File: src/rtl/execute_stage.sv
// RV32I execute stage: ALU, immediate generation, branch/jump resolution and a
// squash FSM that discards the next FLUSH_DEPTH valid instructions after a redirect.
module execute_stage #(
  parameter int FLUSH_DEPTH = 2,
  parameter int CW = (FLUSH_DEPTH < 1) ? 1 : $clog2(FLUSH_DEPTH + 1)
) (
  input  logic          clk,
  input  logic          reset,
  input  logic          in_valid,
  input  logic [31:0]   pc,
  input  logic [31:0]   instr,
  input  logic [6:0]    opcode,
  input  logic [2:0]    funct3,
  input  logic [6:0]    funct7,
  input  logic [4:0]    rd,
  input  logic [31:0]   readData1,
  input  logic [31:0]   readData2,
  output logic          out_valid,
  output logic          regWrite,
  output logic [4:0]    wb_rd,
  output logic [31:0]   writeData,
  output logic          branch_taken,
  output logic [31:0]   branch_tgt,
  output logic          jump,
  output logic [31:0]   jump_tgt,
  output logic          flush_state,
  output logic [CW-1:0] flush_count
);
  localparam logic [6:0] OP_R   = 7'b0110011;
  localparam logic [6:0] OP_IMM = 7'b0010011;
  localparam logic [6:0] OP_LUI = 7'b0110111;
  localparam logic [6:0] OP_AUI = 7'b0010111;
  localparam logic [6:0] OP_JAL = 7'b1101111;
  localparam logic [6:0] OP_JLR = 7'b1100111;
  localparam logic [6:0] OP_BR  = 7'b1100011;

  typedef enum logic {RUN = 1'b0, FLUSH = 1'b1} state_t;
  state_t state;

  logic [31:0] imm_i, imm_b, imm_u, imm_j;
  logic [31:0] op_b, res, b_tgt, j_tgt;
  logic [4:0]  shamt;
  logic        wen, br, jp, accept;

  // Decoded fields arrive separately, so the opcode/funct7 bits of instr are unused here.
  logic unused_bits;
  assign unused_bits = &{1'b0, instr[6:0], funct7[6], funct7[4:0]};

  assign imm_i = {{20{instr[31]}}, instr[31:20]};
  assign imm_b = {{20{instr[31]}}, instr[7], instr[30:25], instr[11:8], 1'b0};
  assign imm_u = {instr[31:12], 12'h000};
  assign imm_j = {{12{instr[31]}}, instr[19:12], instr[20], instr[30:21], 1'b0};

  assign accept      = in_valid && (state == RUN);
  assign flush_state = (state == FLUSH);

  always_comb begin
    res   = 32'h0;
    wen   = 1'b0;
    br    = 1'b0;
    jp    = 1'b0;
    b_tgt = pc + imm_b;
    j_tgt = pc + imm_j;
    op_b  = (opcode == OP_R) ? readData2 : imm_i;
    shamt = (opcode == OP_R) ? readData2[4:0] : instr[24:20];
    case (opcode)
      OP_R, OP_IMM: begin
        wen = 1'b1;
        case (funct3)
          3'b000: res = (opcode == OP_R && funct7[5]) ? readData1 - op_b : readData1 + op_b;
          3'b001: res = readData1 << shamt;
          3'b010: res = {31'h0, $signed(readData1) < $signed(op_b)};
          3'b011: res = {31'h0, readData1 < op_b};
          3'b100: res = readData1 ^ op_b;
          3'b101: res = funct7[5] ? 32'($signed(readData1) >>> shamt) : readData1 >> shamt;
          3'b110: res = readData1 | op_b;
          default: res = readData1 & op_b;
        endcase
      end
      OP_LUI: begin res = imm_u;      wen = 1'b1; end
      OP_AUI: begin res = pc + imm_u; wen = 1'b1; end
      OP_JAL: begin res = pc + 32'd4; wen = 1'b1; jp = 1'b1; end
      OP_JLR: begin
        j_tgt = (readData1 + imm_i) & ~32'h1;
        if (funct3 == 3'b000) begin
          res = pc + 32'd4;
          wen = 1'b1;
          jp  = 1'b1;
        end
      end
      OP_BR: begin
        case (funct3)
          3'b000: br = (readData1 == readData2);
          3'b001: br = (readData1 != readData2);
          3'b100: br = ($signed(readData1) < $signed(readData2));
          3'b101: br = ($signed(readData1) >= $signed(readData2));
          3'b110: br = (readData1 < readData2);
          3'b111: br = (readData1 >= readData2);
          default: br = 1'b0;
        endcase
      end
      default: ;
    endcase
  end

  always_ff @(posedge clk) begin
    if (reset) begin
      out_valid    <= 1'b0;
      regWrite     <= 1'b0;
      branch_taken <= 1'b0;
      jump         <= 1'b0;
      wb_rd        <= 5'd0;
      writeData    <= 32'h0;
      branch_tgt   <= 32'h0;
      jump_tgt     <= 32'h0;
      state        <= RUN;
      flush_count  <= '0;
    end else begin
      out_valid    <= accept;
      regWrite     <= accept && wen && (rd != 5'd0);
      branch_taken <= accept && br;
      jump         <= accept && jp;
      if (accept) begin
        wb_rd      <= rd;
        writeData  <= res;
        branch_tgt <= b_tgt;
        jump_tgt   <= j_tgt;
      end
      // Only an accepted (RUN-state) instruction can start a flush, so FLUSH never restarts.
      case (state)
        RUN: if (accept && (br || jp) && FLUSH_DEPTH > 0) begin
          state       <= FLUSH;
          flush_count <= CW'(FLUSH_DEPTH);
        end
        FLUSH: if (in_valid) begin
          flush_count <= flush_count - CW'(1);
          if (flush_count == CW'(1)) state <= RUN;
        end
        default: state <= RUN;
      endcase
    end
  end
endmodule

File: config.mk
export PLATFORM = sky130hd
export DESIGN_NAME = execute_stage
export DESIGN_NICKNAME = d
export VERILOG_FILES = /design/src/rtl/execute_stage.sv
export SDC_FILE = /design/constraint.sdc
export NUM_CORES = 1
export LEC_CHECK = 0
export BUFFER_PORTS_ARGS = -buffer_cell sky130_fd_sc_hd__buf_2
export CAP_MARGIN = 20
export CORE_AREA = 2 2 218 220
export CTS_CLUSTER_SIZE = 8
export DETAILED_ROUTE_END_ITERATION = 10
export DIE_AREA = 0 0 220 222
export PLACE_DENSITY = 0.72
export SYNTH_ARGS = -nofsm -noshare
export SYNTH_HDL_FRONTEND = slang
export SYNTH_SLANG_ARGS = --single-unit
File: constraint.sdc
create_clock -name clk -period 4.2 [get_ports clk]
set_clock_uncertainty 0.15 [all_clocks]
set_input_delay 0.21 -clock clk [delete_from_list [all_inputs] [get_ports clk]]
set_output_delay 0.21 -clock clk [all_outputs]
set_load 0.03 [all_outputs]
Word-level counts from Yosys, hierarchy flattened
Index checks and enable logic that the tools add are counted.
- multipliers: 0
- div/mod/pow operators: 0
- add/sub/neg operators: 8
- mux-type cells: 20
- shift-type cells: 3
- bitwise operators: 4
- reductions and logical operators: 13
- magnitude comparators: 6
- equality and inequality tests: 19
- operator list (kind ; number):
    $pmux W32 S7 ; 1
    $add A32 B32 Y32 ; 5
    $mux W32 ; 5
    $pmux W32 S5 ; 1
    $lt A32 B32 Y1 ; 4
    $ge A32 B32 Y1 ; 2
    $add A32 B3 Y32 const B ; 1
    $and A32 B32 Y32 ; 1
    $eq A32 B32 Y1 ; 1
    $ne A32 B32 Y1 ; 1
    $or A32 B32 Y32 ; 1
    $shl A32 B5 Y32 ; 1
    $shr A32 B5 Y32 ; 1
    $sshr A32 B5 Y32 ; 1
    $sub A32 B32 Y32 ; 1
    $xor A32 B32 Y32 ; 1
    $eq A7 B7 Y1 const B ; 3
    $eq A7 B5 Y1 const B ; 2
    $eq A7 B6 Y1 const B ; 2
    $eq A3 B3 Y1 const B ; 4
    $logic_and A1 B1 Y1 ; 7
    $eq A3 B2 Y1 const B ; 2
    $pmux W1 S2 ; 3
    $pmux W1 S6 ; 1
    other kinds (16) ; 21
- memories kept: 0
- input bits: 153
- memory bits (writable): 0
- output and inout bits: 108
- bits in read-only memories: 0
- latch bits: 0
- register bits after elaboration: 108

Longest topological paths before layout
Gate-level depths: netlist of the first run.
- depth after elaboration: 7
- mapped depth: 22
- depth with buffers taken out: 17

Worst setup path before layout of the first run
Ideal clock, no wire load.
- path kind: input to register
- start: input opcode[3]
- end: register writeData[31]
- data required time: 3913 ps
- data arrival time: 4238 ps
- stages on the path: 21
- path slack: -325 ps
- cell sequence: buf_6 nand4bb_2 o21ai_0 and2_1 buf_2 clkinv_1 clkbuf_1 clkbuf_1 clkbuf_1 ha_1 o21a_1 a21oi_1 a221oi_1 o2111ai_1 a31oi_1 nand3_1 a21oi_1 o22ai_1 o31a_1 o21ai_1 a221oi_2
- cells in the longest elaborated chain, start to end: 6
- RTL lines (element ; RTL line ; text):
    start: declaration ; 12 ; input logic [6:0] opcode,
    $eq A7 B6 Y1 ; n/a ;
    $mux W32 or $mux W5 (tied branches) ; 64, 65 ;
    $add A32 B32 Y32 (tied with other cells) ; 70 ; 3'b000: res = (opcode == OP_R && funct7[5]) ? readData1 - op_b : readData1 + op_b;
    $mux W32, on equally long branches ; 70, 75 ;
    $pmux W32 S7 ; 69 ; case (funct3)
    $pmux W32 S5 (*) ; 66 ; case (opcode)
    end signal: assignment ; 125 ; writeData <= res;
    end: declaration ; 21 ; output logic [31:0] writeData,
Mark *: on every way between the ends. The rest lies on a longest branch, timed or not.
A chain may end at the register's enable or synchronous reset.

Final worst setup path of the first run
- start: input opcode[3]
- end: register writeData[1]
The elaborated chain is that of the path after synthesis.

==> results of run 1 <==
## how the worst max path moves through the flow
| stage | from | depth (start not counted) | slack (ns) | to |
|---|---|---|---|---|
| 6_report | opcode[3] | 18 | 0.17 | writeData[1] |
| 5_1_grt | pc[1] | 17 | -0.04 | branch_tgt[23] |
| 4_1_cts | opcode[5] | 21 | 0.05 | writeData[26] |
| 3_5_place_dp | opcode[3] | 18 | -0.33 | writeData[0] |
| 3_3_place_gp | opcode[5] | 21 | -0.31 | writeData[26] |
| 2_1_floorplan | opcode[3] | 21 | 0.02 | writeData[31] |
## layout make-up
| cell class | count | area, um^2 |
|---|---|---|
| diodes | 4 | 10.0 |
| clock buffers | 10 | 239 |
| clock inverters | 6 | 62.6 |
| fillers | 4743 | 22200 |
| inverters | 157 | 591 |
| multi-input cells | 2398 | 16100 |
| flip-flops and latches | 108 | 2160 |
| well taps | 607 | 759 |
| repair buffers | 623 | 4160 |
## worst max-delay path, delay by kind of cell
kind	cells	cell delay (ns)
AO/OA/AOI/OAI	4	0.72
buffers and inverters	7	1.41
multiplexers	2	0.76
AND/OR/NAND/NOR	5	1.02
## cells in the mapped netlist, types with 34 or more instances
library cell and n:
o21ai_0 203, ha_1 208, o211ai_1 45, inv_1 149
nand2_1 283, nand2b_1 34, clkbuf_1 139, nor2_1 239
a21oi_1 303, nor3_1 73, nand3_1 94, xnor2_1 99
dfxtp_1 108, xor2_1 52, a31oi_1 49, a211oi_1 69
a21o_1 89, mux2i_1 56
## power groups by stage
stage | clock [mW] | sequential [mW] | combinational (mW)
floorplan | 0 | 1.28 | 1.73
global placement | 0 | 1.15 | 3.03
detailed placement | 0 | 1.15 | 3.03
CTS | 0.970 | 1.13 | 3.05
global route | 1.01 | 1.13 | 3.38
finish | 0.973 | 1.13 | 3.16
## registers in the layout, indices dropped and copies added, names as in the netlist, 2 cells and up
register,cells
flush_count,2
jump_tgt,32
branch_tgt,32
writeData,32
wb_rd,5
## placed cells by master, fill, tap and decap left out, types with 17 or more instances in the layout
master	Yosys	routed
o22ai_1	26	26
inv_1	149	149
or3_1	20	20
mux2_2	18	18
o21ai_0	203	196
ha_1	208	205
nand2_1	283	283
nor2_1	239	235
nand3_1	94	94
o211ai_1	45	45
nor3_1	73	71
a31oi_1	49	48
buf_4	2	361
a22oi_1	22	22
o31ai_1	25	24
xor2_1	52	52
and3_1	25	25
nand4_1	19	19
dfxtp_1	108	108
a21boi_0	25	25
a21o_1	89	89
buf_2	11	247
nand2b_1	34	33
a211oi_1	69	66
a21oi_1	303	301
o21bai_1	26	26
mux2i_1	56	56
xnor2_1	99	98
a221oi_1	18	17
o21a_1	22	22
## per-stage QoR
stage	power (mW)	worst slack (ns)	TNS (ns)	hold WS (ns)	cell area, um^2
2_1_floorplan	3.01	0.0174	0	0.191	19400
3_3_place_gp	4.18	-0.313	-1.55	0.280	23600
3_5_place_dp	4.18	-0.331	-2.30	0.292	23600
4_1_cts	5.15	0.0528	0	0.0705	24000
5_1_grt	5.52	-0.0361	-0.0909	0.0890	24100
6_report	5.26	0.174	0	0.0687	24100
## metal layers
layer	global-route usage, %	share of wire [%]	up-vias
met4	24.2	7.5	2
li1	-	-	11400
met1	50.2	39	11500
met2	59.9	42	1690
met3	8.34	11	346
met5	0	0.011	-
## kinds of logic after synthesis
| logic type | share of synthesized area (%) |
|---|---|
| buffers and inverters | 6.53 |
| AO/OA/AOI/OAI | 36.0 |
| adder cells (fa/ha/maj) | 13.9 |
| flip-flops | 11.1 |
| multiplexers | 4.65 |
| AND/OR/NAND/NOR | 20.9 |
| XOR/XNOR | 6.82 |
## repair_timing
item / CTS / global route
hold buffers: 8 / 0
buffers inserted: 0 / 1
endpoints found under the setup margin: 0 / 11
gates resized for setup: 0 / 23
hold endpoints to repair: 9 / 0
==> reports/metrics.yaml, run 1 <==
min_path:
  hold_depth: 4
  worstHoldStart: "instr[8]"
  worstHoldPathType: "input port to register"
  whs_endpoint: "branch_tgt[1]"
sta:
  timing.final.crit_share_pct: 95.9
  slew_headroom_pct: 35.5
  fmax_mhz: 248
  hold_violations: 0
  period_needed_ns: 4.03
  worst_pin_slew_ns: 0.957
  setup-violations-final: 0
  drv_slew: 0
  grt_setup_unrepaired: "yes"
placement:
  hpwl_um: 79100
  gp_congestion: 1.11
  place_inst: 3884
  numPortBuffers: 247
yosys:
  syn_inst: 2834
  ys_types: 90
  ys_seq_elements: 108
  synth_top_area_share_pct: 13.4
  synth_seq_area_share_pct: 11.1
  synth.largest_area_cell: "ha_1"
  synth_ff_type: "dfxtp_1"
  syn_avg_cell_area_um2: 6.85
  synthArstFlopShare_pct: 0
  synth.area.top_cells: "ha_1, dfxtp_1, a21oi_1"
  synth_edf_count: 0
  synth_fp_nets: 3200
  synth_area_um2: 19400
  yosys_warnings: 0
power_and_ir_drop:
  pwr-share-clk_pct: 18.5
  irDropWorstVdd_mv: 0.203
  power_switching_mw: 2.49
  combinationalPowerShare_pct: 60.1
  p_leak_nw: 11.2
  powerDensity_nw_per_um2: 218
  swShare_pct: 47.3
  internal-power_mw: 2.77
  pwr-share-seq_pct: 21.4
clock_network:
  insertion_delay_ns: 0.39
  tritoncts: "built"
  path_clk_slew_ns: 0.10
  cts.path.max_buffers: 2
  clock_sinks: 108
  cts-root-buf: "clkbuf_16"
  htreeDepth: 3
  numCtsBuffers: 9
run_status:
  status: "completed"
floorplanning:
  die_w_um: 220
  core_um2: 46300
  start_util_pct: 41.9
  io_pins: 261
  die_h_um: 222
  rows: 79
  die_area_um2: 48800
critical_path:
  worstReg2RegEnd: "writeData[8]"
  cp.required_ns: 4.35
  cp_cell_sequence: "buf_2 -> and4bb_1 -> buf_12 -> nand3_4 -> and2_2 -> inv_2 -> buf_4 -> buf_4 -> mux4_2 -> buf_4 -> mux2i_1 -> and2_1 -> o21ai_0 -> nand3_1 -> a21oi_1 -> a2111oi_0 -> buf_4 -> o21ai_0"
  reg2reg_depth: 6
  criticalPathCategory: "input port to register"
  worst_setup_path_start_kind: "input port"
  cp_slowest_cell: "mux4_2"
  max_stage_delay_ns: 0.60
  reg2reg_from: "flush_state"
  crit_fanout: 54
  rrSetupSlack_ns: 1.55
  arrival_ns: 4.17
  cp_common_cell: "buf_4"
  crit_path_end_kind: "register"
drt:
  routed_wl_um: 99100
  ant_nets: 0
  firstDrtPassIters: 7
  vias: 24900
  viasPerCell: 6.37
  drt_iter0_drc: 3348
  drc: 0
  wl_per_cell_um: 25.3
grt:
  grtUsageTotal_pct: 39.3
  grt_max_degree: 74
  grt_pass1_wl_um: 145000
  grt_pass1_vias: 23300
  antenna_found_initial: 3
  grt-ovfl-total: 0
layout:
  drive_gt1_share_pct: 21.9
  nets: 3663
  final_util_pct: 52.1
  area_growth_pct: 24.2
  final_cells: 3913
job:
  drv_cap: 0
Power figures use the tool's default switching activity.
==> run 2: changes to the inputs <==
- PLACE_DENSITY: 0.72 -> 0.62
==> run 2 against run 1 <==
Effect of this change: clock-buffer cell count down 1; combinational power rose by 5%; wire length rose by 9.1%; total power up 2.3%; sequential share of layout area is 0.14 points lower; global-route usage grew 3.4 points; critical path type unchanged; largest cell class unchanged; non-clock buffer count increased by 52.
==> reports/metrics.yaml, run 2 (synthesis gave the netlist of run 1 again) <==
critical_path:
  cp_cell_sequence: "buf_2 -> nand4bb_2 -> buf_4 -> o21ai_1 -> and2_2 -> inv_2 -> ha_1 -> inv_1 -> ha_1 -> a31o_2 -> buf_4 -> a22oi_1 -> a2bb2oi_1 -> o21ai_0 -> a211o_1 -> a221oi_1 -> buf_4 -> xor2_1 -> nand2_1 -> a32oi_1 -> buf_4"
  crit_fanout: 5
  criticalPathCategory: "input port to register"
  cp_common_cell: "buf_4"
  arrival_ns: 4.29
  cp_slowest_cell: "a211o_1"
  max_stage_delay_ns: 0.33
  cp.required_ns: 4.39
  worst_setup_path_start_kind: "input port"
  crit_path_end_kind: "register"
drt:
  ant_nets: 0
  wl_per_cell_um: 27.3
  firstDrtPassIters: 6
  viasPerCell: 6.45
  routed_wl_um: 108000
  vias: 25600
  drc: 0
  drt_iter0_drc: 3185
placement:
  numPortBuffers: 247
  gp_congestion: 1.06
  hpwl_um: 87600
clock_network:
  cts_setup_buffers: 0
  tritoncts: "built"
  cts.path.max_buffers: 2
  htreeDepth: 3
  cts-root-buf: "clkbuf_16"
  clock_sinks: 108
  path_clk_slew_ns: 0.09
  numCtsBuffers: 9
  insertion_delay_ns: 0.38
sta:
  fmax_mhz: 244
  hold_violations: 0
  timing.final.crit_share_pct: 97.6
  finalSetupTns_ns: 0
  slew_headroom_pct: 26.3
  period_needed_ns: 4.10
  setup-violations-final: 0
  worst_pin_slew_ns: 1.10
  drv_slew: 0
layout:
  drive_gt1_share_pct: 23.0
  seq_area_um2: 2160
  final_common_cell: "buf_4"
  multi_input_area_um2: 16100
  final_util_pct: 52.9
  area_growth_pct: 26.1
  layout_common_cells: "buf_4, a21oi_1, nand2_1"
  fill_cells: 4692
  reg.largest.list: "branch_tgt (32), jump_tgt (32), writeData (32)"
  nets: 3715
grt:
  grt_pass1_wl_um: 155000
  antenna_found_initial: 2
  grtUsageTotal_pct: 42.7
  grt_max_degree: 73
  grt-ovfl-total: 0
  grt_pass1_vias: 24200
job:
  drv_cap: 0
floorplanning:
  die_h_um: 222
  die_w_um: 220
  core_um2: 46300
  rows: 79
  start_util_pct: 41.9
  io_pins: 261
  die_area_um2: 48800
run_status:
  status: "completed"
min_path:
  worstHoldPathType: "input port to register"
power_and_ir_drop:
  irDropWorstVdd_mv: 0.243
  powerDensity_nw_per_um2: 220
  fin_total_pwr_mw: 5.39
  p_leak_nw: 11.5
run 2: cell type report:
type	instances	area share, %
Multi-Input combinational cell	2398	65.8
Timing Repair Buffer	675	18.6
Sequential cell	108	8.84
Tap cell	607	3.10
Inverter	157	2.41
Clock buffer	9	0.921
Clock inverter	7	0.307
Antenna cell	1	0.0102
run 2: repair_timing:
action | in CTS | in global routing
endpoints found under the setup margin | 0 | 16
endpoints found under the hold margin | 10 | 0
resized for setup | 0 | 20
hold buffers | 8 | 0
run 2: metal layers:
metal  wire (um)  track usage (%)  vias to the layer above
met4        6020             20.4                        4
met1       43800             56.1                    12200
met5          29                0                        -
met3       11700             9.14                      268
met2       46600             65.9                     1573
li1            -                -                    11500
run 2: path summary, 6_finish.rpt:
path	startpoint	endpoint	slack [ns]	cells past startpoint
worst max-delay path	opcode[2]	writeData[10]	0.10	21
worst min-delay path	instr[8]	branch_tgt[1]	0.08	4
worst max register to register	flush_state	writeData[10]	1.38	10
worst min register to register	branch_tgt[0]	branch_tgt[0]	0.31	2
run 2: power by group:
| part | switching (mW) | internal (mW) |
|---|---|---|
| clock | 0.507 | 0.425 |
| combinational | 2.03 | 1.30 |
| sequential | 0.0323 | 1.09 |
run 2: per-stage QoR:
step / hold WS, ns / instance area [um^2] / worst slack, ns / cells
after floorplan: 0.191 / 19400 / 0.0174 / 2834
after global routing: 0.110 / 24500 / -0.00720 / 3961
final: 0.0756 / 24500 / 0.103 / 3962
after detailed placement: 0.295 / 24000 / -0.320 / 3937
after global placement: 0.286 / 24000 / -0.281 / 3937
after CTS: 0.0539 / 24400 / 0.102 / 3961
run 2: critical path, delay by kind of cell:
kind	cells	cell delay [ns]
adders and majority gates	2	0.48
xor gates and xnor gates	1	0.23
and+or+nand+nor	3	0.52
AOI/OAI and AO/OA	8	1.94
buffers and inverters	7	0.90
